==> src/rtl/vend_pkg.sv <==
// Shared types and defaults for the vending order initiator.
package vend_pkg;

  localparam int unsigned MONEY_W    = 4;
  localparam int unsigned MAX_CREDIT = 15;
  localparam int unsigned CODE_W     = 2;
  localparam int unsigned COUNT_W    = 3;

  typedef enum logic [1:0] {
    IDLE     = 2'd0,
    REQ      = 2'd1,
    DISPENSE = 2'd2
  } vend_state_t;

endpackage

==> src/rtl/vend_change_counter.sv <==
// Loadable change down-counter: one pulse per unit while non-zero.
module vend_change_counter #(
  parameter int unsigned MONEY_W = 4
) (
  input  logic               clk,
  input  logic               rst_n,
  input  logic               load,
  input  logic [MONEY_W-1:0] load_val,
  output logic               busy,
  output logic               last,
  output logic               pulse
);

  logic [MONEY_W-1:0] cnt_q, cnt_d;
  logic               pulse_q, pulse_d;

  // Next count: load wins, otherwise decrement towards zero.
  always_comb begin
    cnt_d = cnt_q;
    if (load) begin
      cnt_d = load_val;
    end else if (cnt_q != '0) begin
      cnt_d = cnt_q - MONEY_W'(1);
    end
    pulse_d = (cnt_d != '0);
  end

  // Counter and registered pulse; reset drops any unpaid units.
  always_ff @(posedge clk or negedge rst_n) begin
    if (!rst_n) begin
      cnt_q   <= '0;
      pulse_q <= 1'b0;
    end else begin
      cnt_q   <= cnt_d;
      pulse_q <= pulse_d;
    end
  end

  assign busy  = (cnt_q != '0);
  assign last  = (cnt_q == MONEY_W'(1));
  assign pulse = pulse_q;

endmodule

==> src/rtl/vend_order_initiator.sv <==
// Credit accumulation, purchase request sequencing and change payout
// in front of the combinational vendingmachine evaluator.
module vend_order_initiator #(
  parameter int unsigned MONEY_W    = vend_pkg::MONEY_W,
  parameter int unsigned MAX_CREDIT = vend_pkg::MAX_CREDIT
) (
  input  logic                         clk,
  input  logic                         rst_n,
  input  logic                         coin_valid,
  input  logic [MONEY_W-1:0]           coin_value,
  input  logic                         sel_valid,
  input  logic [vend_pkg::CODE_W-1:0]  sel_code,
  input  logic [vend_pkg::COUNT_W-1:0] sel_count,
  input  logic                         cancel,
  output logic [vend_pkg::CODE_W-1:0]  code,
  output logic [vend_pkg::COUNT_W-1:0] count,
  output logic [MONEY_W-1:0]           money,
  input  logic                         posibility,
  input  logic [MONEY_W-1:0]           remaining,
  output logic                         vend_ok,
  output logic                         vend_fail,
  output logic                         coin_reject,
  output logic                         change_pulse,
  output logic [MONEY_W-1:0]           credit,
  output logic                         busy
);

  import vend_pkg::*;

  localparam logic [MONEY_W:0] MAX_SUM = (MONEY_W+1)'(MAX_CREDIT);

  vend_state_t          state_q;
  logic [MONEY_W-1:0]   credit_q;
  logic [CODE_W-1:0]    code_q;
  logic [COUNT_W-1:0]   count_q;
  logic                 vend_ok_q, vend_fail_q, coin_reject_q;

  logic [MONEY_W:0]     coin_sum;
  logic                 coin_fits;
  logic [MONEY_W-1:0]   req_change;
  logic                 cnt_load;
  logic [MONEY_W-1:0]   cnt_load_val;
  logic                 cnt_busy, cnt_last, cnt_pulse;

  // Coin sum at one extra bit, change clamp and counter load decode.
  always_comb begin
    coin_sum     = {1'b0, credit_q} + {1'b0, coin_value};
    coin_fits    = (coin_sum <= MAX_SUM);
    req_change   = (remaining < credit_q) ? remaining : credit_q;
    cnt_load     = 1'b0;
    cnt_load_val = '0;
    unique case (state_q)
      IDLE: begin
        if (cancel && (credit_q != '0)) begin
          cnt_load     = 1'b1;
          cnt_load_val = credit_q;
        end
      end
      REQ: begin
        if (posibility && (req_change != '0)) begin
          cnt_load     = 1'b1;
          cnt_load_val = req_change;
        end
      end
      default: ;
    endcase
  end

  // Main FSM with registered credit, request fields and status pulses.
  always_ff @(posedge clk or negedge rst_n) begin
    if (!rst_n) begin
      state_q       <= IDLE;
      credit_q      <= '0;
      code_q        <= '0;
      count_q       <= '0;
      vend_ok_q     <= 1'b0;
      vend_fail_q   <= 1'b0;
      coin_reject_q <= 1'b0;
    end else begin
      vend_ok_q     <= 1'b0;
      vend_fail_q   <= 1'b0;
      coin_reject_q <= 1'b0;
      unique case (state_q)
        IDLE: begin
          // cancel > selection > coin; a coin losing arbitration is rejected
          if (cancel) begin
            coin_reject_q <= coin_valid;
            if (credit_q != '0) begin
              credit_q <= '0;
              state_q  <= DISPENSE;
            end
          end else if (sel_valid) begin
            coin_reject_q <= coin_valid;
            if (sel_count != '0) begin
              code_q  <= sel_code;
              count_q <= sel_count;
              state_q <= REQ;
            end else begin
              vend_fail_q <= 1'b1;
            end
          end else if (coin_valid) begin
            if (coin_fits) begin
              credit_q <= coin_sum[MONEY_W-1:0];
            end else begin
              coin_reject_q <= 1'b1;
            end
          end
        end
        REQ: begin
          coin_reject_q <= coin_valid;
          if (posibility) begin
            vend_ok_q <= 1'b1;
            credit_q  <= '0;
            state_q   <= (req_change != '0) ? DISPENSE : IDLE;
          end else begin
            vend_fail_q <= 1'b1;
            state_q     <= IDLE;
          end
        end
        DISPENSE: begin
          coin_reject_q <= coin_valid;
          if (cnt_last) begin
            state_q <= IDLE;
          end
        end
        default: state_q <= IDLE;
      endcase
    end
  end

  vend_change_counter #(
    .MONEY_W (MONEY_W)
  ) u_change (
    .clk      (clk),
    .rst_n    (rst_n),
    .load     (cnt_load),
    .load_val (cnt_load_val),
    .busy     (cnt_busy),
    .last     (cnt_last),
    .pulse    (cnt_pulse)
  );

  assign code         = code_q;
  assign count        = count_q;
  assign money        = credit_q;
  assign credit       = credit_q;
  assign vend_ok      = vend_ok_q;
  assign vend_fail    = vend_fail_q;
  assign coin_reject  = coin_reject_q;
  assign change_pulse = cnt_pulse;
  assign busy         = (state_q != IDLE);

  // Counter activity is implied by the DISPENSE state.
  logic unused_cnt_busy;
  assign unused_cnt_busy = cnt_busy;

endmodule
==> config.mk <==
export PLATFORM = sky130hd
export DESIGN_NAME = vend_order_initiator
export DESIGN_NICKNAME = d
export VERILOG_FILES = /design/src/rtl/vend_pkg.sv /design/src/rtl/vend_change_counter.sv /design/src/rtl/vend_order_initiator.sv
export SDC_FILE = /design/constraint.sdc
export NUM_CORES = 1
export LEC_CHECK = 0
export BUFFER_PORTS_ARGS = -buffer_cell sky130_fd_sc_hd__buf_2
export CAP_MARGIN = 20
export CORE_MARGIN = 4
export CORE_UTILIZATION = 40
export DETAILED_ROUTE_END_ITERATION = 6
export HOLD_SLACK_MARGIN = 0.08
export PLACE_DENSITY = 0.62
export SLEW_MARGIN = 20
export SYNTH_ARGS = -nofsm -noshare
export SYNTH_HDL_FRONTEND = slang
export SYNTH_SLANG_ARGS = --single-unit
==> constraint.sdc <==
create_clock -name clk -period 3.7 [get_ports clk]
set_clock_uncertainty 0.15 [all_clocks]
set_input_delay 0.185 -clock clk [delete_from_list [all_inputs] [get_ports clk]]
set_output_delay 0.185 -clock clk [all_outputs]
set_load 0.01 [all_outputs]
==> results.sh, run 1 <==
export IMPL_tightest_slew_ps=545
export IMPL_slew_headroom_pct=63.3
export IMPL_ant_nets=0
export IMPL_clockBufferDepth=2
export IMPL_setup_violations=0
export IMPL_io_pins=37
export IMPL_clk_latency_ps=310
export IMPL_row_count=20
export IMPL_first_iter_violations=31
export IMPL_synth_mux_area_share_pct=5.78
export IMPL_place_gp_congestion=0.910
export IMPL_regArea_um2=475
export IMPL_worst_slack_ps=1390
export IMPL_wl_per_cell_um=14.0
export IMPL_syn_inst=135
export IMPL_start_kind="flop"
export IMPL_post_route_period_util_pct=62.3
export IMPL_regToRegStartpoint="credit[1]"
export IMPL_min_from="remaining[1]"
export IMPL_core_mm2=0.00310
export IMPL_fmax_ghz=0.434
export IMPL_synth_area_mm2=0.00132
export IMPL_antenna_found_initial=0
export IMPL_fillers=301
export IMPL_synth_compound_area_share_pct=16.6
export IMPL_ys_seq_area_share_pct=36.0
export IMPL_status="finished, final reports clean"
export IMPL_synth_area_leaders="dfrtp_1 (36%), ha_1 (14%), mux2_1 (4.3%), inv_1 (3.4%), a21oi_1 (3.0%)"
export IMPL_reg2reg_to="u_change.cnt_q[2]"
export IMPL_cts_hold_buf=10
export IMPL_drv_cap=0
export IMPL_clkTransAtPathRegs_ps=120
export IMPL_final_max_slew_viol_count=0
export IMPL_holdWs_ps=108
export IMPL_syn_mean_instance_area_um2=9.79
export IMPL_crit_chain="inv_1, ha_1, o211ai_1, o21a_4, mux2i_1, a21oi_2, a221o_1"
export IMPL_cpPeakStageDelay_ps=480
export IMPL_start_util_pct=42.6
export IMPL_pre_cts_slack_ps=1410
export IMPL_synth_top_area_share_pct=36.0
export IMPL_synth_fa_ha_area_share_pct=15.7
export IMPL_grt_overflow=0
export IMPL_cts_buffers=3
export IMPL_die_area_mm2=0.00429
export IMPL_h_tree_depth=1
export IMPL_grt_pass1_wl_mm=5.26
export IMPL_grt_max_degree=20
export IMPL_multi_input_area_um2=749
export IMPL_worstSetupEndpointType="flop"
export IMPL_synth_seq_cells=19
export IMPL_clock_root_buffer="clkbuf_4"
export IMPL_dp_cells=208
export IMPL_final_cells=222
export IMPL_dr_total_vias=1140
export IMPL_layout_drive_gt1_share_pct=28.1
export IMPL_die_w_um=65.5
export IMPL_die_h_um=65.5
export IMPL_timing_hold_violations_final=0
export IMPL_via_per_inst=5.14
export IMPL_ir_drop_uv=270
export IMPL_final_common_cell="buf_2"
export IMPL_syn_to_final_growth_pct=24.3
export IMPL_crit_required_ps=3750
export IMPL_cts_setup_buffers=0
export IMPL_slowest_stage="dfrtp_1"
export IMPL_nNetsFinal=214
export IMPL_dr_pass1_iters=4
export IMPL_portBuffers=36
export IMPL_drc_errors=0
export IMPL_power_density_mw_per_mm2=748
export IMPL_track_usage_pct=15.8
export IMPL_rrSetupSlack_ps=1390
export IMPL_tns_ps=0
export IMPL_synth_top_family_by_area="compound AO/OA/AOI/OAI gates"
export IMPL_worstSetupPathType="flop to flop"
export IMPL_clkSinkCount=19
export IMPL_n_antenna_cell=0
export IMPL_grt_pass1_vias=1133
export IMPL_synth_cell_type_count=42
export IMPL_cts_tree="done"
export IMPL_layout_common_cells="buf_2 (36), dfrtp_1 (19), ha_1 (15)"
export IMPL_wl_mm=3.10
export IMPL_place_detailed_hpwl_mm=2.43
export IMPL_hold_class="primary input to flop"
export IMPL_layout_min_cycle_time_ps=2310
export IMPL_yosys_area_share_simple_pct=16.0
export IMPL_ys_warn_count=0
export IMPL_synth_nets=170
export IMPL_yosysTopAreaCell="dfrtp_1"
export IMPL_crit_path_max_fanout=7
export IMPL_reg2regPathDepth=7
export IMPL_rsz0062_at_grt="false"
export IMPL_power_mw=1.23
export IMPL_power_leakage_nw=0.811
export IMPL_hold_end="u_change.cnt_q[1]"
export IMPL_min_path_cells=3
export IMPL_arrival_ps=2350
export IMPL_synth_xor_area_share_pct=2.65
export IMPL_cts_repair_resized=0
-- cell families (layout without fill, tap and decap cells) --
kind of cell	Yosys count	after routing
buffers and inverters	21	64
AND/OR/NAND/NOR	39	39
adder cells (fa/ha/maj)	16	16
AO/OA/AOI/OAI	29	29
XOR/XNOR	4	4
multiplexers	7	7
flip-flops	19	19
-- worst max-delay path by stage --
stage / to / cells after the start / slack, ps / start
3_3_place_gp: u_change.cnt_q[2] / 7 / 1440 / credit[1]
2_1_floorplan: u_change.cnt_q[2] / 7 / 1550 / credit[1]
5_1_grt: u_change.cnt_q[2] / 7 / 1190 / credit[1]
6_report: u_change.cnt_q[2] / 7 / 1390 / credit[1]
3_5_place_dp: u_change.cnt_q[2] / 7 / 1410 / credit[1]
4_1_cts: u_change.cnt_q[2] / 7 / 1380 / credit[1]
-- through the flow --
step	cell area (um^2)	utilization, %
floorplan	1320	-
global placement	1510	48.8
detailed placement	1510	48.8
CTS	1640	52.9
global route	1640	52.9
finish	1640	52.9
-- synth_stat cells (all sizes together) --
cell type,instances
a21o,1
a21oi,9
a221o,4
a221oi,1
a22o,2
a31o,2
a31oi,1
and3,4
buf,6
clkbuf,1
dfrtp,19
fa,1
ha,15
inv,14
mux2,5
mux2i,2
nand2,9
nand2b,1
nand3,4
nand3b,1
nand4b,2
nor2,8
nor2b,1
nor3,2
nor3b,2
nor4,3
o211ai,1
o21a,1
o21ai,3
o22ai,2
o2bb2ai,1
o31ai,1
or3,2
xnor2,3
xor2,1
-- power by group --
part	leakage, nW	internal, mW	switching (mW)
sequential	0.236	0.296	0.0800
combinational	0.561	0.344	0.397
clock	0.0139	0.0412	0.0710
-- flip-flops by register name, summed over array words and instances (netlist names) --
register        flops
u_change.cnt_q      4
coin_reject         1
count               3
u_change.pulse      1
code                2
state_q             2
vend_ok             1
vend_fail           1
credit              4
-- cell type report --
| cell class | count | area share (%) |
|---|---|---|
| Multi-Input combinational cell | 95 | 45.6 |
| Sequential cell | 19 | 28.9 |
| Inverter | 14 | 3.20 |
| Timing Repair Buffer | 46 | 17.1 |
| Clock buffer | 3 | 1.37 |
| Clock inverter | 1 | 0.457 |
| Tap cell | 44 | 3.35 |
-- per-layer routing --
layer | up-vias | share of wire, % | track usage, %
met2 | 33 | 51 | 26.7
met5 | - | 0 | 0
met4 | 0 | 1.4 | 6.48
li1 | 566 | - | -
met3 | 5 | 3.6 | 2.91
met1 | 536 | 43 | 19.6
-- worst max-delay path: cells and delay by family, from the launching register on --
family | cells | cell delay [ps]
compound gates | 4 | 860
flops | 1 | 480
fa+ha+maj | 1 | 290
mux | 1 | 270
buf+inv | 1 | 140
Power figures use the tool's default switching activity.
==> run 2, diff against run 1 <==
==> constraint.sdc (replaced) <==
create_clock -name clk -period 2.2 [get_ports clk]
set_clock_uncertainty 0.15 [all_clocks]
set_input_delay 0.11 -clock clk [delete_from_list [all_inputs] [get_ports clk]]
set_output_delay 0.11 -clock clk [all_outputs]
set_load 0.01 [all_outputs]
==> run 2 against run 1 <==
  * Worst setup slack lost 1300 ps
  * Sequential power grew 59%
  * Count of clock-buffer cells in the layout is the same
  * First-iteration DRC count shrank 26%
  * Sequential cell count is the same
  * Critical path depth grew 1
  * Via count grew 5.7%
  * Final area grew 6.6%
  * Combinational power grew 90%
  * Register-to-register slack lost 1300 ps
  * Die area is the same
  * Core utilization grew 3.5 points
  * Largest cell class unchanged
==> results.sh, run 2 (same netlist as run 1, synthesis figures left out) <==
export IMPL_final_max_slew_viol_count=0
export IMPL_track_usage_pct=15.6
export IMPL_layout_min_cycle_time_ps=2110
export IMPL_layout_drive_gt1_share_pct=31.6
export IMPL_drc_errors=0
export IMPL_syn_to_final_growth_pct=32.6
export IMPL_via_per_inst=5.15
export IMPL_worstSetupPathType="primary input to flop"
export IMPL_holdWs_ps=126
export IMPL_status="finished, final reports clean"
export IMPL_tns_ps=0
export IMPL_rsz0062_at_grt="false"
export IMPL_cts_tree="done"
export IMPL_arrival_ps=2160
export IMPL_path_delay_family="compound AO/OA/AOI/OAI gates"
export IMPL_drv_cap=0
export IMPL_nNetsFinal=226
export IMPL_power_density_mw_per_mm2=1250
export IMPL_rrSetupSlack_ps=130
export IMPL_n_antenna_cell=0
export IMPL_grt_pass1_wl_mm=5.24
export IMPL_timing_hold_violations_final=0
export IMPL_path_buf_inv=2
export IMPL_ant_nets=0
export IMPL_crit_path_max_fanout=5
export IMPL_crit_chain="dlygate4sd3_1, buf_2, ha_1, o211ai_1, o21a_4, mux2i_2, a21oi_2, a221o_1"
export IMPL_grt_pass1_vias=1204
export IMPL_wl_mm=3.08
export IMPL_dr_pass1_iters=4
export IMPL_portBuffers=36
export IMPL_grt_max_degree=20
export IMPL_clockBufferDepth=2
export IMPL_fmax_ghz=0.474
export IMPL_clk_latency_ps=300
export IMPL_antenna_found_initial=0
export IMPL_power_leakage_nw=0.870
export IMPL_clkSinkCount=19
export IMPL_cts_buffers=3
export IMPL_reg2regPathDepth=7
export IMPL_row_count=20
export IMPL_die_w_um=65.5
export IMPL_tightest_slew_ps=473
export IMPL_start_util_pct=42.6
export IMPL_crit_required_ps=2250
export IMPL_die_area_mm2=0.00429
export IMPL_slew_headroom_pct=68.2
export IMPL_dr_total_vias=1205
export IMPL_ir_drop_uv=528
export IMPL_core_mm2=0.00310
export IMPL_place_detailed_hpwl_mm=2.42
export IMPL_critPathLaunch="remaining[1]"
export IMPL_slowest_stage="dlygate4sd3_1"
export IMPL_cts_setup_buffers=0
export IMPL_power_mw=2.19
export IMPL_clkTransAtPathRegs_ps=110
export IMPL_clock_root_buffer="clkbuf_4"
export IMPL_fillers=288
export IMPL_setup_violations=0
export IMPL_hold_class="primary input to asynchronous set/reset pin"
export IMPL_start_kind="primary input"
export IMPL_first_iter_violations=23
export IMPL_final_common_cell="buf_2"
export IMPL_io_pins=37
export IMPL_regToRegStartpoint="credit[3]"
export IMPL_wl_per_cell_um=13.2
export IMPL_cpPeakStageDelay_ps=530
export IMPL_layout_common_cells="buf_2 (36), dfrtp_1 (18), ha_1 (15), dlygate4sd3_1 (15), inv_1 (12)"
export IMPL_post_route_period_util_pct=95.8
export IMPL_die_h_um=65.5
export IMPL_place_gp_congestion=0.793
export IMPL_worstSetupEndpointType="flop"
export IMPL_reg2reg_to="u_change.cnt_q[2]"
export IMPL_grt_overflow=0
export IMPL_h_tree_depth=1
-- run 2: cell count changes in the layout (fill, tap and decap cells not counted) --
cell,before,now
mux2i_1,2,1
o21ai_1,2,1
o21ai_2,0,1
buf_4,0,7
clkinv_2,0,1
mux2i_2,0,1
clkinvlp_4,1,0
dlygate4sd3_1,10,15
dfrtp_2,0,1
dfrtp_1,19,18
-- run 2: area by class of cell --
cell class	instances	area, um^2	share of cell area [%]
inverter	14	52.6	3.00
tap	44	55.1	3.14
timing repair buffer	58	383	21.9
clock inverter	1	5.00	0.286
clock buffer	3	22.5	1.29
sequential	19	477	27.2
multi-input combinational	95	757	43.2
-- run 2: through the flow --
step,instances,cell area (um^2),util (%),setup slack [ps]
global route,234,1750,56.5,9.23
global placement,215,1570,50.4,137
detailed placement,215,1570,50.4,81.3
finish,234,1750,56.5,92.3
CTS,234,1740,56.2,56.6
floorplan,135,1320,-,53.6
-- run 2: timing repair --
action / CTS / global route
resized for setup: 0 / 3
endpoints found under the hold margin: 33 / 0
endpoints found under the setup margin: 0 / 6
hold buffers: 15 / 0
-- run 2: routing by layer --
| layer | track usage [%] | up-vias | share of wire, % |
|---|---|---|---|
| met2 | 26.4 | 27 | 50 |
| li1 | - | 593 | - |
| met1 | 18.8 | 577 | 43 |
| met4 | 6.99 | 0 | 2.7 |
| met3 | 3.25 | 8 | 4.0 |
| met5 | 0 | - | 0 |
-- run 2: worst max-delay path by stage --
stage | end | slack [ps] | cells after the start
2_1_floorplan | u_change.cnt_q[2] | 50 | 7
3_3_place_gp | u_change.cnt_q[2] | 140 | 7
3_5_place_dp | u_change.cnt_q[2] | 80 | 7
4_1_cts | u_change.cnt_q[2] | 60 | 7
5_1_grt | u_change.cnt_q[2] | 9 | 7
6_report | u_change.cnt_q[2] | 90 | 8
-- run 2: report_power, final --
part,switching (mW),internal (mW)
registers,0.0963,0.500
clock network,0.112,0.0678
logic,0.728,0.682
total,0.936,1.25
-- run 2: worst register-to-register path, delay by kind of cell (launching register included) --
kind                       cells  cell delay, ps
adders and majority gates      1             260
buffers and inverters          1             110
AOI/OAI and AO/OA              4             800
DFF                            1             390
muxes                          1             260
